**src/rtl/irq_period_monitor.sv**
```systemverilog
// Periodic interrupt monitor: edge-detects the tick, tracks PS pending/ack and overruns,
// and measures tick period with deviation/loss flags. Define IRQ_SYNC_EN to add an input synchronizer.
module irq_period_monitor #(
  parameter int Sys_period  = 5,
  parameter int Time_expect = 3_000_000,
  parameter int Expect_cnt  = Time_expect / Sys_period,
  parameter int Tol_cnt     = 16,
  parameter int Width_cnt   = 20
) (
  input  logic                 Sys_clk,
  input  logic                 Rst_n,
  input  logic                 Irq_in,
  input  logic                 Irq_ack,
  input  logic                 Clr_err,
  output logic                 Irq_pending,
  output logic [Width_cnt-1:0] Period_cnt,
  output logic                 Period_valid,
  output logic                 Period_err,
  output logic                 Timeout,
  output logic [7:0]           Overrun_cnt
);

  localparam logic [1:0] St_idle = 2'd0;
  localparam logic [1:0] St_run  = 2'd1;
  localparam logic [1:0] St_lost = 2'd2;

  localparam logic [Width_cnt-1:0] Hi_lim = Width_cnt'(Expect_cnt + Tol_cnt);
  localparam logic [Width_cnt-1:0] Lo_lim = Width_cnt'(Expect_cnt - Tol_cnt);

  logic                 irq_s;
  logic                 irq_d1;
  logic                 rise;
  logic [1:0]           state;
  logic [Width_cnt-1:0] counter;
  logic [Width_cnt-1:0] cnt_inc;
  logic                 err_set;
  logic                 timeout_set;
  logic                 overrun_set;
  logic [7:0]           ovr_base;
  logic [7:0]           ovr_next;

`ifdef IRQ_SYNC_EN
  logic sync_p0;
  logic sync_p1;

  // Input synchronizer stage
  always_ff @(posedge Sys_clk or negedge Rst_n) begin
    if (!Rst_n) begin
      sync_p0 <= 1'b0;
      sync_p1 <= 1'b0;
    end else begin
      sync_p0 <= Irq_in;
      sync_p1 <= sync_p0;
    end
  end

  assign irq_s = sync_p1;
`else
  assign irq_s = Irq_in;
`endif

  always_comb begin
    rise        = irq_s & ~irq_d1;
    cnt_inc     = (&counter) ? counter : counter + Width_cnt'(1);
    err_set     = (state == St_run) && rise && ((cnt_inc < Lo_lim) || (cnt_inc > Hi_lim));
    timeout_set = (state == St_run) && !rise && (cnt_inc == Hi_lim);
    overrun_set = rise && Irq_pending && !Irq_ack;
    // Clear takes effect first so a same-cycle overrun lands on a zeroed count
    ovr_base    = Clr_err ? 8'd0 : Overrun_cnt;
    ovr_next    = (overrun_set && (ovr_base != 8'hFF)) ? ovr_base + 8'd1 : ovr_base;
  end

  // Edge detect, period measurement and status stage
  always_ff @(posedge Sys_clk or negedge Rst_n) begin
    if (!Rst_n) begin
      irq_d1       <= 1'b0;
      state        <= St_idle;
      counter      <= '0;
      Period_cnt   <= '0;
      Period_valid <= 1'b0;
      Period_err   <= 1'b0;
      Timeout      <= 1'b0;
      Overrun_cnt  <= 8'd0;
      Irq_pending  <= 1'b0;
    end else begin
      irq_d1       <= irq_s;
      Period_valid <= 1'b0;

      case (state)
        St_idle: begin
          counter <= '0;
          if (rise) state <= St_run;
        end
        St_run: begin
          if (rise) begin
            Period_cnt   <= cnt_inc;
            Period_valid <= 1'b1;
            counter      <= '0;
          end else begin
            counter <= cnt_inc;
            if (cnt_inc == Hi_lim) state <= St_lost;
          end
        end
        St_lost: begin
          if (rise) begin
            counter <= '0;
            state   <= St_run;
          end else begin
            counter <= cnt_inc;
          end
        end
        default: begin
          counter <= '0;
          state   <= St_idle;
        end
      endcase

      if (rise)         Irq_pending <= 1'b1;
      else if (Irq_ack) Irq_pending <= 1'b0;

      Period_err  <= err_set | (Period_err & ~Clr_err);
      Timeout     <= timeout_set | (Timeout & ~Clr_err);
      Overrun_cnt <= ovr_next;
    end
  end

endmodule
```
**config.mk**
```make
export PLATFORM = sky130hd
export DESIGN_NAME = irq_period_monitor
export DESIGN_NICKNAME = d
export VERILOG_FILES = /design/src/rtl/irq_period_monitor.sv
export SDC_FILE = /design/constraint.sdc
export NUM_CORES = 1
export LEC_CHECK = 0
export CORE_MARGIN = 1
export CORE_UTILIZATION = 55
export CTS_CLUSTER_DIAMETER = 30
export DETAILED_ROUTE_END_ITERATION = 7
export MAX_ROUTING_LAYER = met4
export PLACE_DENSITY = 0.79
export SLEW_MARGIN = 20
export SYNTH_ARGS = -nofsm -noshare
export SYNTH_HDL_FRONTEND = slang
export SYNTH_SLANG_ARGS = --single-unit
```
**constraint.sdc**
```tcl
create_clock -name Sys_clk -period 3.14 [get_ports Sys_clk]
set_input_delay 0.314 -clock Sys_clk [delete_from_list [all_inputs] [get_ports Sys_clk]]
set_output_delay 0.314 -clock Sys_clk [all_outputs]
set_load 0.03 [all_outputs]
```
**Yosys cells after proc, flatten, opt, wreduce, memory -nomap -nowiden**

Index checks and enable logic that the tools add are counted.

- $add $sub $neg: 2
- Multiply operators: 0
- Div/mod/pow operators: 0
- Order comparisons: 2
- Equality and inequality tests: 7
- Shift operators: 0
- Muxes and demuxes: 13
- Bitwise gates (word level): 7
- Reductions and logical operators: 17

Operator list:

| cell | count |
|---|---|
| 20-bit two-way mux | 3 |
| 20-bit by 1-bit adder with 20-bit output, second input constant | 1 |
| 20-bit == test, second input constant | 1 |
| 20-bit > comparator, second input constant | 1 |
| 20-bit < comparator, second input constant | 1 |
| 20-bit AND reduction | 1 |
| 8-bit two-way mux | 2 |
| 8-bit by 1-bit adder with 8-bit output, second input constant | 1 |
| 8-bit inequality test, second input constant | 1 |
| 1-bit logical AND | 7 |
| 2-bit two-way mux | 3 |
| 1-bit two-way mux | 4 |
| 2-bit by 1-bit inequality test with 1-bit output, second input constant | 2 |
| 2-bit case mux with 2 select lines | 1 |
| 2-bit OR reduction | 2 |
| 1-bit AND | 3 |
| 3-bit AND reduction | 1 |
| 2-bit by 1-bit == test with 1-bit output, second input constant | 1 |
| 2-bit == test, second input constant | 1 |
| 1-bit zero test | 2 |
| 2-bit zero test | 1 |
| 2-bit inequality test, second input constant | 1 |
| 1-bit inverter | 2 |
| 1-bit bitwise OR | 2 |
| 3 further kinds | 3 |

- Flip-flop bits (word level): 55
- Bits in latches: 0
- Bits in writable memories: 0
- Memory bits (read-only): 0
- Input bits: 5
- Output and inout bits: 32
- Logic and storage cells: 57
- Memories kept: 0

**Logic depth before layout (Yosys ltp)**

Gate-level depths: netlist of run 1.

- Depth after elaboration: 6
- Depth in mapped cells: 9
- Mapped depth without buffers: 8

**Worst setup path before layout of run 1**

No wires, ideal clock.

- Kind: register -> register
- Start: register counter[0]
- End: register Period_err
- Library setup time: 135 ps
- Data arrival time: 2425 ps
- Data required time: 3005 ps
- Setup slack: 580 ps
- Cell stages (with the launch flop): 10
- Period minus slack after synthesis: 2560 ps
- Cells stage by stage: dfrtp_1 ha_1 nand3_4 or3_1 buf_6 or3_4 and2_1 nand2b_1 o41ai_1 nand3_1

- Cells in the longest elaborated chain, start to end: 6

Ends and longest elaborated chain:

| what | line | source |
|---|---|---|
| from (decl) | 34 | `logic [Width_cnt-1:0] counter;` |
| from (signal assigned) | 100 | `counter <= cnt_inc;` |
| from (signal assigned) | 109 | `counter <= cnt_inc;` |
| 20-bit by 1-bit adder with 20-bit output or 20-bit AND reduction (tied branches) | 64 | `cnt_inc = (&counter) ? counter : counter + Width_cnt'(1);` |
| 20-bit two-way mux (*) | 64 |  |
| 20-bit < comparator or 20-bit > comparator (tied branches) | 65 | `err_set = (state == St_run) && rise && ((cnt_inc < Lo_lim) \|\| (cnt_inc > Hi_lim));` |
| 1-bit logical OR (*) | 65 |  |
| 1-bit logical AND (*) | 65 |  |
| 1-bit bitwise OR (*) | 121 | `Period_err <= err_set \| (Period_err & ~Clr_err);` |
| to (signal assigned) | 121 |  |
| to (decl) | 18 | `output logic Period_err,` |

Mark *: on every way between the ends. The rest lies on a longest branch, timed or not.
A chain may end at the register's enable or synchronous reset.

**Final worst setup path of run 1**

- Start: register counter[0]
- End: register state[1]

- Cells in the longest elaborated chain, start to end: 5

Ends and longest elaborated chain:

| what | line | source |
|---|---|---|
| 20-bit by 1-bit adder with 20-bit output or 20-bit AND reduction (tied branches) | 64 |  |
| 20-bit two-way mux (*) | 64 |  |
| 20-bit == test (*) | 101 | `if (cnt_inc == Hi_lim) state <= St_lost;` |
| 2-bit by 1-bit inequality test with 1-bit output (no source line) (*) | -- |  |
| 3-bit AND reduction (no source line) (*) | -- |  |
| to (signal assigned) | 77 | `state <= St_idle;` |
| to (signal assigned) | 101 |  |
| to (signal assigned) | 107 | `state <= St_run;` |
| to (decl) | 33 | `logic [1:0] state;` |

Marks and branches as above.

==> metrics.txt, run 1 <==
# TYPE chip_impl_metric gauge
chip_impl_metric{name="first_global_vias",unit=""} 2087
chip_impl_metric{name="final_net_count",unit=""} 354
chip_impl_metric{name="mapped_cell_area",unit="um^2"} 2890
chip_impl_metric{name="cts-root-to-sink-buffers",unit=""} 2
chip_impl_metric{name="timing.final.max_slew_violations",unit=""} 0
chip_impl_metric{name="fin_crit_sh",unit="%"} 91.0
chip_impl_metric{name="gp_congestion",unit=""} 0.886
chip_impl_metric{name="floorplan.io_pins",unit=""} 37
chip_impl_metric{name="syn_to_final_growth",unit="%"} 18.1
chip_impl_info{name="clock_tree.root_cell",value="sky130_fd_sc_hd__clkbuf_8"} 1
chip_impl_metric{name="period_minus_slack",unit="ns"} 2.86
chip_impl_metric{name="final.setup.worst_slack",unit="ns"} 0.283
chip_impl_metric{name="power.density_cell_area",unit="nW/um^2"} 440
chip_impl_metric{name="fmax",unit="GHz"} 0.350
chip_impl_metric{name="route.detailed.wl_per_inst",unit="um"} 14.3
chip_impl_metric{name="max_slew.worst_pin.slew",unit="ns"} 0.752
chip_impl_metric{name="detailed_place.area",unit="um^2"} 3320
chip_impl_metric{name="clkLatencyLatePin",unit="ns"} 0.31
chip_impl_metric{name="clkPwrFrac",unit="%"} 27.7
chip_impl_metric{name="antenna_found_initial",unit=""} 0
chip_impl_metric{name="finalHoldViolations",unit=""} 0
chip_impl_metric{name="placement.setup.worst_slack",unit="ns"} 0.339
chip_impl_metric{name="synth_cell_types",unit=""} 56
chip_impl_metric{name="detail-route-antenna-nets",unit=""} 0
chip_impl_metric{name="total_design_power",unit="mW"} 1.50
chip_impl_metric{name="worst_ep_arrival_time",unit="ns"} 3.12
chip_impl_metric{name="die_w",unit="um"} 74.5
chip_impl_metric{name="netSwitchingFraction",unit="%"} 31.4
chip_impl_metric{name="slew-limit-headroom",unit="%"} 49.8
chip_impl_info{name="cpMaxStageDelayCell",value="sky130_fd_sc_hd__or3_1"} 1
chip_impl_metric{name="clock_slew_at_the_register_clock_pins_of_the_worst_setup_and_hold_paths",unit="ns"} 0.11
chip_impl_metric{name="die_area",unit="um^2"} 5550
chip_impl_metric{name="async_reset_ff_share",unit="%"} 100
chip_impl_info{name="mostFrequentLayoutCells",value="sky130_fd_sc_hd__dfrtp_1, sky130_fd_sc_hd__nand2_1, sky130_fd_sc_hd__nor2_1"} 1
chip_impl_metric{name="ys_seq_elements",unit=""} 55
chip_impl_metric{name="post_cts.repair.setup_buffers",unit=""} 0
chip_impl_metric{name="synth.top_cell.area_share",unit="%"} 47.6
chip_impl_metric{name="synth_warnings",unit=""} 0
chip_impl_metric{name="cts-buffers-inserted",unit=""} 5
chip_impl_metric{name="finClkSkew",unit="ns"} 0.0124
chip_impl_metric{name="grtUsageTotal",unit="%"} 24.2
chip_impl_info{name="run_status",value="finished, final reports clean"} 1
chip_impl_metric{name="fraction_of_the_yosys_area_taken_by_sequential_cells",unit="%"} 47.6
chip_impl_info{name="cp-start-kind",value="flop"} 1
chip_impl_metric{name="final_wl",unit="mm"} 5.92
chip_impl_metric{name="final-setup-viol-count",unit=""} 0
chip_impl_metric{name="synth_edf_count",unit=""} 0
chip_impl_info{name="rsz0062_at_grt",value="false"} 1
chip_impl_metric{name="fin_worst_hold_slack",unit="ns"} 0.00595
chip_impl_metric{name="rows",unit=""} 26
chip_impl_metric{name="drt_iter0_drc",unit=""} 160
chip_impl_metric{name="synthesis.area_per_instance",unit="um^2"} 9.52
chip_impl_metric{name="p_leak",unit="nW"} 1.40
chip_impl_metric{name="htree_num_levels",unit=""} 2
chip_impl_metric{name="internal_power_of_the_cells",unit="mW"} 1.03
chip_impl_metric{name="critPathMaxStageDelay",unit="ns"} 0.53
chip_impl_metric{name="post-route-cell-area",unit="um^2"} 3420
chip_impl_metric{name="cts.repair.resized",unit=""} 0
chip_impl_metric{name="grt_overflow_total",unit=""} 0
chip_impl_info{name="netlist_top_cells_area",value="sky130_fd_sc_hd__dfrtp_1, sky130_fd_sc_hd__nand2_1, sky130_fd_sc_hd__nor2_1, sky130_fd_sc_hd__xnor2_1, sky130_fd_sc_hd__o21ai_0"} 1
chip_impl_metric{name="utilization",unit="%"} 67.3
chip_impl_info{name="synth_area_leader_cell",value="sky130_fd_sc_hd__dfrtp_1"} 1
chip_impl_metric{name="p_switching",unit="mW"} 0.471
chip_impl_metric{name="vias_per_cell",unit=""} 5.54
chip_impl_info{name="worst-setup-path-type",value="flop to flop"} 1
chip_impl_metric{name="cts_hold_repair.buffers",unit=""} 0
chip_impl_metric{name="share_of_post_route_cells_with_drive_strength_above_1",unit="%"} 10.1
chip_impl_metric{name="count_of_buffers_inserted_at_the_top_level_ports",unit=""} 36
chip_impl_metric{name="seq_pwr_share",unit="%"} 52.5
chip_impl_metric{name="placed_instances",unit=""} 407
chip_impl_info{name="layout.cells.most_common",value="sky130_fd_sc_hd__dfrtp_1"} 1
chip_impl_metric{name="totalNegativeSetupSlack",unit="ns"} 0
chip_impl_metric{name="power_frac_comb",unit="%"} 19.8
chip_impl_metric{name="core_region_area",unit="um^2"} 5070
chip_impl_metric{name="drc",unit=""} 0
chip_impl_metric{name="count_of_antenna_diodes_in_the_layout",unit=""} 0
chip_impl_metric{name="critical_path.max_fanout",unit=""} 8
chip_impl_metric{name="maxcap_viol_count",unit=""} 0
chip_impl_metric{name="grt_start_max_net_pins",unit=""} 29
chip_impl_info{name="hold_class",value="input port to asynchronous set/reset pin"} 1
chip_impl_metric{name="detailedRoute.firstPassIterationCount",unit=""} 4
chip_impl_metric{name="fillers",unit=""} 436
chip_impl_metric{name="numClockSinks",unit=""} 55
chip_impl_info{name="postSynth.topFlopCell",value="sky130_fd_sc_hd__dfrtp_1"} 1
chip_impl_metric{name="initial_core_util",unit="%"} 57.0
chip_impl_info{name="setup.worst_path.end_class",value="flop"} 1
chip_impl_metric{name="layoutNonFillerInstCount",unit=""} 415
chip_impl_metric{name="vias",unit=""} 2298
chip_impl_info{name="clock_tree_from_tritoncts",value="built"} 1
chip_impl_metric{name="fp.dieH",unit="um"} 74.5
chip_impl_metric{name="grt_first_pass_wirelength",unit="mm"} 9.83
chip_impl_info{name="crit_path_cell_trace",value="ha_1, nand3_4, or3_1, or3_4, a211oi_2, nand4_1, nor4_2, a31o_1"} 1
chip_impl_metric{name="hpwlAfterDp",unit="mm"} 4.31
chip_impl_metric{name="synthesis.nets",unit=""} 314
chip_impl_metric{name="postSynthCellCount",unit=""} 304
chip_impl_metric{name="critical_path_required",unit="ns"} 3.40
chip_impl_metric{name="irDropWorstVdd",unit="V"} 0.000277
worst max-delay path, delay by kind of cell (launching register included):
family          cells  cell delay [ns]
fa+ha+maj           1             0.37
compound gates      2             0.43
simple gates        5             1.55
flops               1             0.47
path summary, 6_finish.rpt:
check | startpoint | end | slack [ns] | cells after the start
setup reg to reg | counter[0] | state[1] | 0.28 | 8
max in group asynchronous | Rst_n | counter[14] | 2.35 | 2
setup / recovery | counter[0] | state[1] | 0.28 | 8
min in group Sys_clk | Period_cnt[3] | Period_cnt[3] | 0.48 | 2
hold / removal | Rst_n | Period_cnt[1] | 0.006 | 1
hold reg to reg | Period_cnt[3] | Period_cnt[3] | 0.48 | 2
kinds of logic after synthesis:
family / Yosys count / share of synthesized area (%)
DFF: 55 / 47.6
AOI/OAI and AO/OA: 52 / 12.0
buffers and inverters: 21 / 4.11
and+or+nand+nor: 145 / 26.1
muxes: 4 / 1.38
adders and majority gates: 5 / 2.16
xor gates and xnor gates: 22 / 6.66
power groups by stage:
stage               logic, mW  clock network, mW  registers (mW)
detailed placement      0.298                  0           0.803
CTS                     0.301              0.425           0.789
global placement        0.292                  0           0.799
floorplan               0.151                  0           0.840
global route            0.337              0.449           0.797
finish                  0.297              0.417           0.789
sequential cells by signal (all words and copies together) (netlist names):
signal,cells
Irq_pending,1
state,2
irq_d1,1
Overrun_cnt,8
counter,20
Period_cnt,20
Period_err,1
Period_valid,1
Timeout,1
synth_stat cells, drive strengths merged, types with 4 or more instances:
library cell  instances
dfrtp                55
nand2                46
nor2                 36
o21ai                22
xnor2                14
nand3                12
inv                   9
nand4                 9
xor2                  8
a21oi                 7
clkbuf                7
nor3                  7
nand2b                6
a211oi                5
buf                   5
ha                    5
nor2b                 5
nor4                  5
and3                  4
mux2i                 4
or3                   4
metal layers:
layer | vias to the layer above | routed length [um] | GRT usage, %
li1 | 1144 | - | -
met1 | 1097 | 2810 | 32.1
met2 | 53 | 2810 | 37.4
met3 | 4 | 266 | 5.28
met4 | 0 | 37 | 6.71
met5 | - | 0 | -
layout make-up:
cell class | instances | area (um^2) | area share [%]
Multi-Input combinational cell | 228 | 1400 | 40.9
Sequential cell | 55 | 1380 | 40.3
Clock inverter | 2 | 16.3 | 0.476
Inverter | 9 | 33.8 | 0.989
Tap cell | 70 | 87.6 | 2.56
Clock buffer | 6 | 82.6 | 2.42
Timing Repair Buffer | 45 | 423 | 12.4
No activity file was read; power rests on OpenSTA's default activity.
==> run 2, diff against run 1 <==
--- a/config.mk
+++ b/config.mk
@@ -10,7 +10,7 @@
 export CTS_CLUSTER_DIAMETER = 30
 export DETAILED_ROUTE_END_ITERATION = 7
 export MAX_ROUTING_LAYER = met4
-export PLACE_DENSITY = 0.79
+export PLACE_DENSITY = 0.76
 export SLEW_MARGIN = 20
 export SYNTH_ARGS = -nofsm -noshare
 export SYNTH_HDL_FRONTEND = slang
==> run 2 against run 1 <==
  * First-iteration DRC count is 47% lower
  * Sequential share of layout area fell by 0.074 points
  * Global-route usage fell by 0.27 points
  * Die area unchanged
  * Routed wire length hardly changed
  * Maximum frequency grew 2.5%
  * Sequential power is essentially flat
  * Clock-buffer cell count down 1
  * Clock skew decreased by 0.0011 ns
  * Utilization up 0.12 points
  * Clock power increased by 12%
  * Critical endpoint is now state[0]
  * Highest routed layer unchanged
==> metrics.txt, run 2 (same netlist as run 1, synthesis figures left out) <==
# TYPE chip_impl_metric gauge
chip_impl_metric{name="power_frac_comb",unit="%"} 18.8
chip_impl_metric{name="maxcap_viol_count",unit=""} 0
chip_impl_metric{name="first_global_vias",unit=""} 2188
chip_impl_metric{name="die_w",unit="um"} 74.5
chip_impl_metric{name="numClockSinks",unit=""} 55
chip_impl_info{name="run_status",value="finished, final reports clean"} 1
chip_impl_metric{name="drc",unit=""} 0
chip_impl_metric{name="internal_power_of_the_cells",unit="mW"} 1.09
chip_impl_metric{name="grt_util_met3",unit="%"} 4.34
chip_impl_info{name="most_used_routing_layer",value="met2"} 1
chip_impl_metric{name="antenna_found_initial",unit=""} 0
chip_impl_metric{name="final_net_count",unit=""} 353
chip_impl_info{name="crit_path_cell_trace",value="ha_1, nand3_4, or3_1, or3_4, a211oi_2, nand4_1, nor4_2, o22ai_1"} 1
chip_impl_metric{name="core_region_area",unit="um^2"} 5070
chip_impl_metric{name="rows",unit=""} 26
chip_impl_metric{name="use_met1",unit="%"} 31.4
chip_impl_info{name="setup.worst_path.end_class",value="flop"} 1
chip_impl_metric{name="grtUsageTotal",unit="%"} 23.9
chip_impl_info{name="clock_tree_from_tritoncts",value="built"} 1
chip_impl_metric{name="post-route-cell-area",unit="um^2"} 3420
chip_impl_metric{name="clock_slew_at_the_register_clock_pins_of_the_worst_setup_and_hold_paths",unit="ns"} 0.09
chip_impl_metric{name="totalNegativeSetupSlack",unit="ns"} 0
chip_impl_metric{name="netSwitchingFraction",unit="%"} 29.8
chip_impl_metric{name="seq_pwr_share",unit="%"} 51.0
chip_impl_metric{name="gp_congestion",unit=""} 0.828
chip_impl_metric{name="irDropWorstVdd",unit="V"} 0.000365
chip_impl_metric{name="drt_iter0_drc",unit=""} 85
chip_impl_metric{name="power.density_cell_area",unit="nW/um^2"} 452
chip_impl_metric{name="fillers",unit=""} 442
chip_impl_metric{name="syn_to_final_growth",unit="%"} 18.3
chip_impl_metric{name="fmax",unit="GHz"} 0.359
chip_impl_metric{name="route.detailed.wl_per_inst",unit="um"} 14.3
chip_impl_metric{name="timing.final.max_slew_violations",unit=""} 0
chip_impl_metric{name="cts-buffers-inserted",unit=""} 5
chip_impl_metric{name="critPathMaxStageDelay",unit="ns"} 0.52
chip_impl_metric{name="final-setup-viol-count",unit=""} 0
chip_impl_metric{name="placement.setup.worst_slack",unit="ns"} 0.344
chip_impl_metric{name="regArea",unit="um^2"} 1380
chip_impl_metric{name="hpwlAfterDp",unit="mm"} 4.35
chip_impl_metric{name="vias",unit=""} 2262
chip_impl_info{name="rsz0062_at_grt",value="false"} 1
chip_impl_metric{name="grt_first_pass_wirelength",unit="mm"} 9.79
chip_impl_info{name="cp-start-kind",value="flop"} 1
chip_impl_metric{name="finClkSkew",unit="ns"} 0.0114
chip_impl_metric{name="cts-root-to-sink-buffers",unit=""} 2
chip_impl_metric{name="fin_crit_sh",unit="%"} 88.8
chip_impl_metric{name="critical_path_required",unit="ns"} 3.31
chip_impl_metric{name="multi_input_combinational_cell_area",unit="um^2"} 1400
chip_impl_metric{name="fp.dieH",unit="um"} 74.5
chip_impl_metric{name="critPathBufInv",unit=""} 0
chip_impl_info{name="path_delay_family",value="simple AND/OR/NAND/NOR gates"} 1
chip_impl_info{name="clock_tree.root_cell",value="sky130_fd_sc_hd__clkbuf_8"} 1
chip_impl_metric{name="cts_hold_repair.buffers",unit=""} 0
chip_impl_metric{name="share_of_post_route_cells_with_drive_strength_above_1",unit="%"} 9.88
chip_impl_metric{name="clkLatencyLatePin",unit="ns"} 0.31
chip_impl_info{name="worst-setup-path-type",value="flop to flop"} 1
chip_impl_metric{name="count_of_buffers_inserted_at_the_top_level_ports",unit=""} 36
chip_impl_info{name="hold_class",value="input port to asynchronous set/reset pin"} 1
chip_impl_metric{name="p_switching",unit="mW"} 0.461
chip_impl_info{name="largestRegisters",value="Period_cnt x20, counter x20, Overrun_cnt x8"} 1
chip_impl_metric{name="finalHoldViolations",unit=""} 0
chip_impl_metric{name="gr-usage-met2",unit="%"} 36.5
chip_impl_metric{name="htree_num_levels",unit=""} 2
chip_impl_metric{name="clkPwrFrac",unit="%"} 30.2
chip_impl_metric{name="post_cts.repair.setup_buffers",unit=""} 0
chip_impl_metric{name="final_wl",unit="mm"} 5.92
chip_impl_metric{name="slew-limit-headroom",unit="%"} 51.9
chip_impl_metric{name="worst_ep_arrival_time",unit="ns"} 2.96
chip_impl_metric{name="grt_overflow_total",unit=""} 0
chip_impl_metric{name="grt_start_max_net_pins",unit=""} 56
chip_impl_metric{name="die_area",unit="um^2"} 5550
chip_impl_metric{name="vias_per_cell",unit=""} 5.46
chip_impl_metric{name="count_of_antenna_diodes_in_the_layout",unit=""} 0
chip_impl_metric{name="detailed_place.area",unit="um^2"} 3310
chip_impl_info{name="cpMaxStageDelayCell",value="sky130_fd_sc_hd__or3_1"} 1
chip_impl_metric{name="period_minus_slack",unit="ns"} 2.79
chip_impl_metric{name="fin_worst_hold_slack",unit="ns"} 0.112
chip_impl_metric{name="final.setup.worst_slack",unit="ns"} 0.353
chip_impl_metric{name="p_leak",unit="nW"} 1.41
chip_impl_metric{name="cts.repair.resized",unit=""} 0
chip_impl_metric{name="initial_core_util",unit="%"} 57.0
chip_impl_metric{name="max_slew.worst_pin.slew",unit="ns"} 0.720
chip_impl_metric{name="total_design_power",unit="mW"} 1.55
chip_impl_metric{name="critical_path.max_fanout",unit=""} 8
chip_impl_metric{name="detailedRoute.firstPassIterationCount",unit=""} 4
chip_impl_metric{name="detail-route-antenna-nets",unit=""} 0
chip_impl_metric{name="floorplan.io_pins",unit=""} 37
chip_impl_info{name="layout.cells.most_common",value="sky130_fd_sc_hd__dfrtp_1"} 1
chip_impl_info{name="mostFrequentLayoutCells",value="sky130_fd_sc_hd__dfrtp_1, sky130_fd_sc_hd__nand2_1, sky130_fd_sc_hd__nor2_1"} 1
run 2: cell types whose count changed in the layout (fill, tap and decap cells not counted), sizes merged:
cell	change
buf	-1
bufinv	+1
clkbuf	-1
clkinv	+1
clkinvlp	-1
run 2: area by class of cell:
cell class / count / share of cell area (%)
clock buffer: 5 / 2.01
sequential: 55 / 40.2
clock inverter: 3 / 1.28
inverter: 9 / 0.987
multi-input combinational: 228 / 40.8
tap: 70 / 2.56
timing repair buffer: 44 / 12.1
run 2: worst reg2reg max path, delay by kind of cell, from the launching register on:
| kind | cells | cell delay (ns) |
|---|---|---|
| AO/OA/AOI/OAI | 2 | 0.34 |
| flip-flops | 1 | 0.46 |
| adder cells (fa/ha/maj) | 1 | 0.36 |
| AND/OR/NAND/NOR | 5 | 1.50 |
run 2: stage by stage:
stage | utilization (%) | std cells
floorplan | - | 304
global placement | 65.2 | 406
detailed placement | 65.2 | 406
CTS | 67.5 | 414
global route | 67.5 | 414
finish | 67.5 | 414
run 2: worst paths after layout:
kind / start / cells past startpoint / slack (ns) / to
setup / recovery: counter[0] / 8 / 0.35 / state[0]
hold / removal: Rst_n / 2 / 0.11 / Period_cnt[5]
setup reg to reg: counter[0] / 8 / 0.35 / state[0]
hold reg to reg: Period_cnt[2] / 2 / 0.48 / Period_cnt[2]
max in group asynchronous: Rst_n / 2 / 2.58 / Period_cnt[19]
min in group Sys_clk: Period_cnt[2] / 2 / 0.48 / Period_cnt[2]
run 2: power by group through the flow:
| stage | logic (mW) | registers (mW) | clock network, mW |
|---|---|---|---|
| after floorplan | 0.151 | 0.840 | 0 |
| after global placement | 0.289 | 0.800 | 0 |
| after detailed placement | 0.294 | 0.802 | 0 |
| after CTS | 0.296 | 0.789 | 0.481 |
| after global routing | 0.326 | 0.798 | 0.498 |
| final | 0.291 | 0.789 | 0.468 |
run 2: layer usage:
metal | vias up | part of all wire (%)
met5 | - | 0
met3 | 17 | 4.1
met2 | 55 | 47
li1 | 1132 | -
met4 | 0 | 2.3
met1 | 1058 | 46
==> run 3, diff against run 2 <==
--- a/config.mk
+++ b/config.mk
@@ -6,11 +6,11 @@
 export NUM_CORES = 1
 export LEC_CHECK = 0
 export CORE_MARGIN = 1
-export CORE_UTILIZATION = 55
+export CORE_UTILIZATION = 59
 export CTS_CLUSTER_DIAMETER = 30
 export DETAILED_ROUTE_END_ITERATION = 7
 export MAX_ROUTING_LAYER = met4
-export PLACE_DENSITY = 0.76
+export PLACE_DENSITY = 0.81
 export SLEW_MARGIN = 20
 export SYNTH_ARGS = -nofsm -noshare
 export SYNTH_HDL_FRONTEND = slang
==> constraint.sdc (replaced) <==
create_clock -name Sys_clk -period 3.24 [get_ports Sys_clk]
set_input_delay 0.324 -clock Sys_clk [delete_from_list [all_inputs] [get_ports Sys_clk]]
set_output_delay 0.324 -clock Sys_clk [all_outputs]
set_load 0.03 [all_outputs]
==> run 3 against run 2 <==
  * Sequential share of layout area increased by 0.51 points
  * Highest routed layer unchanged
  * Largest power group unchanged
  * Largest cell class unchanged
  * Worst hold slack got worse by 0.078 ns
  * Via count is 1.5% higher
  * Combinational power fell by 2%
  * Clock-buffer cell count grew 2
  * Global-route usage is 2.0 points higher
  * Clock skew fell by 0.0054 ns
  * Die area fell by 6.6%
  * Utilization rose by 4.1 points
  * Design area decreased by 1.2%
==> metrics.txt, run 3 (same netlist as run 1, synthesis figures left out) <==
# TYPE chip_impl_metric gauge
chip_impl_metric{name="final_wl",unit="mm"} 5.85
chip_impl_info{name="worst-setup-path-type",value="flop to flop"} 1
chip_impl_metric{name="maxcap_viol_count",unit=""} 0
chip_impl_metric{name="final-setup-viol-count",unit=""} 0
chip_impl_info{name="critical_path_endpoint",value="Period_err"} 1
chip_impl_metric{name="period_minus_slack",unit="ns"} 2.83
chip_impl_info{name="run_status",value="finished, final reports clean"} 1
chip_impl_info{name="path_delay_family",value="simple AND/OR/NAND/NOR gates"} 1
chip_impl_metric{name="grtUsageTotal",unit="%"} 25.9
chip_impl_info{name="cp-start-kind",value="flop"} 1
chip_impl_metric{name="worst_ep_arrival_time",unit="ns"} 3.01
chip_impl_metric{name="detailedRoute.firstPassIterationCount",unit=""} 4
chip_impl_metric{name="clkPwrFrac",unit="%"} 25.4
chip_impl_metric{name="detail-route-antenna-nets",unit=""} 0
chip_impl_metric{name="share_of_post_route_cells_with_drive_strength_above_1",unit="%"} 9.04
chip_impl_metric{name="clock_slew_at_the_register_clock_pins_of_the_worst_setup_and_hold_paths",unit="ns"} 0.09
chip_impl_metric{name="die_w",unit="um"} 72.0
chip_impl_metric{name="cts-buffers-inserted",unit=""} 5
chip_impl_metric{name="rows",unit=""} 25
chip_impl_metric{name="fp.dieH",unit="um"} 72.0
chip_impl_metric{name="finalHoldViolations",unit=""} 0
chip_impl_metric{name="regArea",unit="um^2"} 1380
chip_impl_info{name="crit_path_cell_trace",value="ha_1, nand3_4, or3_1, or3_4, and2_1, nand2b_1, o41ai_1, nand3_1"} 1
chip_impl_metric{name="gp_congestion",unit=""} 0.919
chip_impl_metric{name="post_cts.repair.setup_buffers",unit=""} 0
chip_impl_info{name="mostFrequentLayoutCells",value="sky130_fd_sc_hd__dfrtp_1, sky130_fd_sc_hd__nand2_1, sky130_fd_sc_hd__nor2_1"} 1
chip_impl_metric{name="power_frac_comb",unit="%"} 20.3
chip_impl_metric{name="drc",unit=""} 0
chip_impl_metric{name="antenna_found_initial",unit=""} 0
chip_impl_metric{name="critPathBufInv",unit=""} 0
chip_impl_metric{name="grt_first_pass_wirelength",unit="mm"} 10.1
chip_impl_metric{name="finClkSkew",unit="ns"} 0.00597
chip_impl_info{name="clock_tree.root_cell",value="sky130_fd_sc_hd__clkbuf_8"} 1
chip_impl_metric{name="fin_worst_hold_slack",unit="ns"} 0.0347
chip_impl_metric{name="critical_path_required",unit="ns"} 3.42
chip_impl_metric{name="power.density_cell_area",unit="nW/um^2"} 416
chip_impl_metric{name="clkLatencyLatePin",unit="ns"} 0.30
chip_impl_info{name="worst_setup_path_startpoint",value="counter[0]"} 1
chip_impl_metric{name="slew-limit-headroom",unit="%"} 51.6
chip_impl_info{name="setup.worst_path.end_class",value="flop"} 1
chip_impl_info{name="clock_tree_from_tritoncts",value="built"} 1
chip_impl_metric{name="first_global_vias",unit=""} 2147
chip_impl_metric{name="fin_crit_sh",unit="%"} 87.2
chip_impl_metric{name="fmax",unit="GHz"} 0.354
chip_impl_info{name="layout.cells.most_common",value="sky130_fd_sc_hd__dfrtp_1"} 1
chip_impl_metric{name="vias_per_cell",unit=""} 5.60
chip_impl_metric{name="final_net_count",unit=""} 352
chip_impl_metric{name="drt_iter0_drc",unit=""} 159
chip_impl_metric{name="totalNegativeSetupSlack",unit="ns"} 0
chip_impl_metric{name="seq_pwr_share",unit="%"} 54.3
chip_impl_metric{name="die_area",unit="um^2"} 5190
chip_impl_metric{name="floorplan.io_pins",unit=""} 37
chip_impl_metric{name="multi_input_combinational_cell_area",unit="um^2"} 1400
chip_impl_metric{name="core_region_area",unit="um^2"} 4720
chip_impl_info{name="rsz0062_at_grt",value="false"} 1
chip_impl_metric{name="max_slew.worst_pin.slew",unit="ns"} 0.724
chip_impl_metric{name="count_of_antenna_diodes_in_the_layout",unit=""} 0
chip_impl_info{name="largestRegisters",value="Period_cnt x20, counter x20, Overrun_cnt x8"} 1
chip_impl_info{name="cpMaxStageDelayCell",value="sky130_fd_sc_hd__or3_1"} 1
chip_impl_metric{name="irDropWorstVdd",unit="V"} 0.000396
chip_impl_metric{name="grt_overflow_total",unit=""} 0
chip_impl_metric{name="timing.final.max_slew_violations",unit=""} 0
chip_impl_metric{name="cts_hold_repair.buffers",unit=""} 0
chip_impl_info{name="r2r_start",value="counter[0]"} 1
chip_impl_metric{name="critical_path_depth",unit=""} 8
chip_impl_metric{name="total_design_power",unit="mW"} 1.41
chip_impl_metric{name="critical_path.max_fanout",unit=""} 8
chip_impl_metric{name="fillers",unit=""} 365
chip_impl_metric{name="cts.repair.resized",unit=""} 0
chip_impl_info{name="r2r-end",value="Period_err"} 1
chip_impl_metric{name="utilization",unit="%"} 71.6
chip_impl_metric{name="initial_core_util",unit="%"} 61.2
chip_impl_info{name="hold_class",value="input port to asynchronous set/reset pin"} 1
chip_impl_metric{name="numClockSinks",unit=""} 55
chip_impl_metric{name="reg2regPathDepth",unit=""} 8
chip_impl_metric{name="count_of_buffers_inserted_at_the_top_level_ports",unit=""} 36
chip_impl_metric{name="vias",unit=""} 2296
chip_impl_metric{name="p_switching",unit="mW"} 0.432
chip_impl_metric{name="internal_power_of_the_cells",unit="mW"} 0.975
chip_impl_metric{name="route.detailed.wl_per_inst",unit="um"} 14.3
chip_impl_metric{name="cts-root-to-sink-buffers",unit=""} 2
chip_impl_metric{name="htree_num_levels",unit=""} 2
chip_impl_metric{name="syn_to_final_growth",unit="%"} 16.9
chip_impl_metric{name="netSwitchingFraction",unit="%"} 30.7
chip_impl_metric{name="critPathMaxStageDelay",unit="ns"} 0.52
chip_impl_metric{name="r2r_setup_slack",unit="ns"} 0.41
chip_impl_metric{name="hpwlAfterDp",unit="mm"} 4.38
chip_impl_metric{name="grt_start_max_net_pins",unit=""} 42
chip_impl_metric{name="p_leak",unit="nW"} 1.39
[run 3: cell types whose count changed in the layout (fill, tap and decap cells not counted), sizes merged]
| cell | before | now |
|---|---|---|
| buf | 9 | 8 |
| bufinv | 1 | 0 |
| clkinv | 2 | 1 |
| clkbuf | 5 | 7 |
[run 3: per-stage QoR]
stage	setup WS, ns	instance area (um^2)	cells
2_1_floorplan	0.680	2890	304
3_3_place_gp	0.535	3300	402
3_5_place_dp	0.432	3300	402
4_1_cts	0.421	3380	410
5_1_grt	0.191	3380	410
6_report	0.414	3380	410
[run 3: how the worst min path moves through the flow]
stage          cells past startpoint              to  slack [ns]  start
2_1_floorplan                      0     Irq_pending        0.03  Rst_n
3_3_place_gp                       1  Period_cnt[16]        0.38  Rst_n
3_5_place_dp                       1  Period_cnt[15]        0.38  Rst_n
4_1_cts                            1  Period_cnt[15]        0.05  Rst_n
5_1_grt                            1  Period_cnt[15]        0.09  Rst_n
6_report                           1     counter[18]        0.03  Rst_n
[run 3: layer usage]
layer	vias to the layer above	routed length [um]	GRT usage [%]
li1	1136	-	-
met1	1093	2820	36.1
met2	55	2710	38.5
met3	12	224	4.86
met4	0	99	8.93
met5	-	0	-
[run 3: power groups by stage]
| stage | sequential (mW) | clock, mW | combinational (mW) |
|---|---|---|---|
| global route | 0.771 | 0.392 | 0.322 |
| floorplan | 0.814 | 0 | 0.146 |
| CTS | 0.764 | 0.371 | 0.290 |
| global placement | 0.773 | 0 | 0.279 |
| finish | 0.764 | 0.358 | 0.286 |
| detailed placement | 0.777 | 0 | 0.288 |
[run 3: final cells by class]
class	instances	share of cell area, %
multi-input cells	228	41.3
flip-flops and latches	55	40.7
repair buffers	43	12.1
well taps	67	2.48
clock buffers	7	2.26
inverters	9	0.999
clock inverters	1	0.148
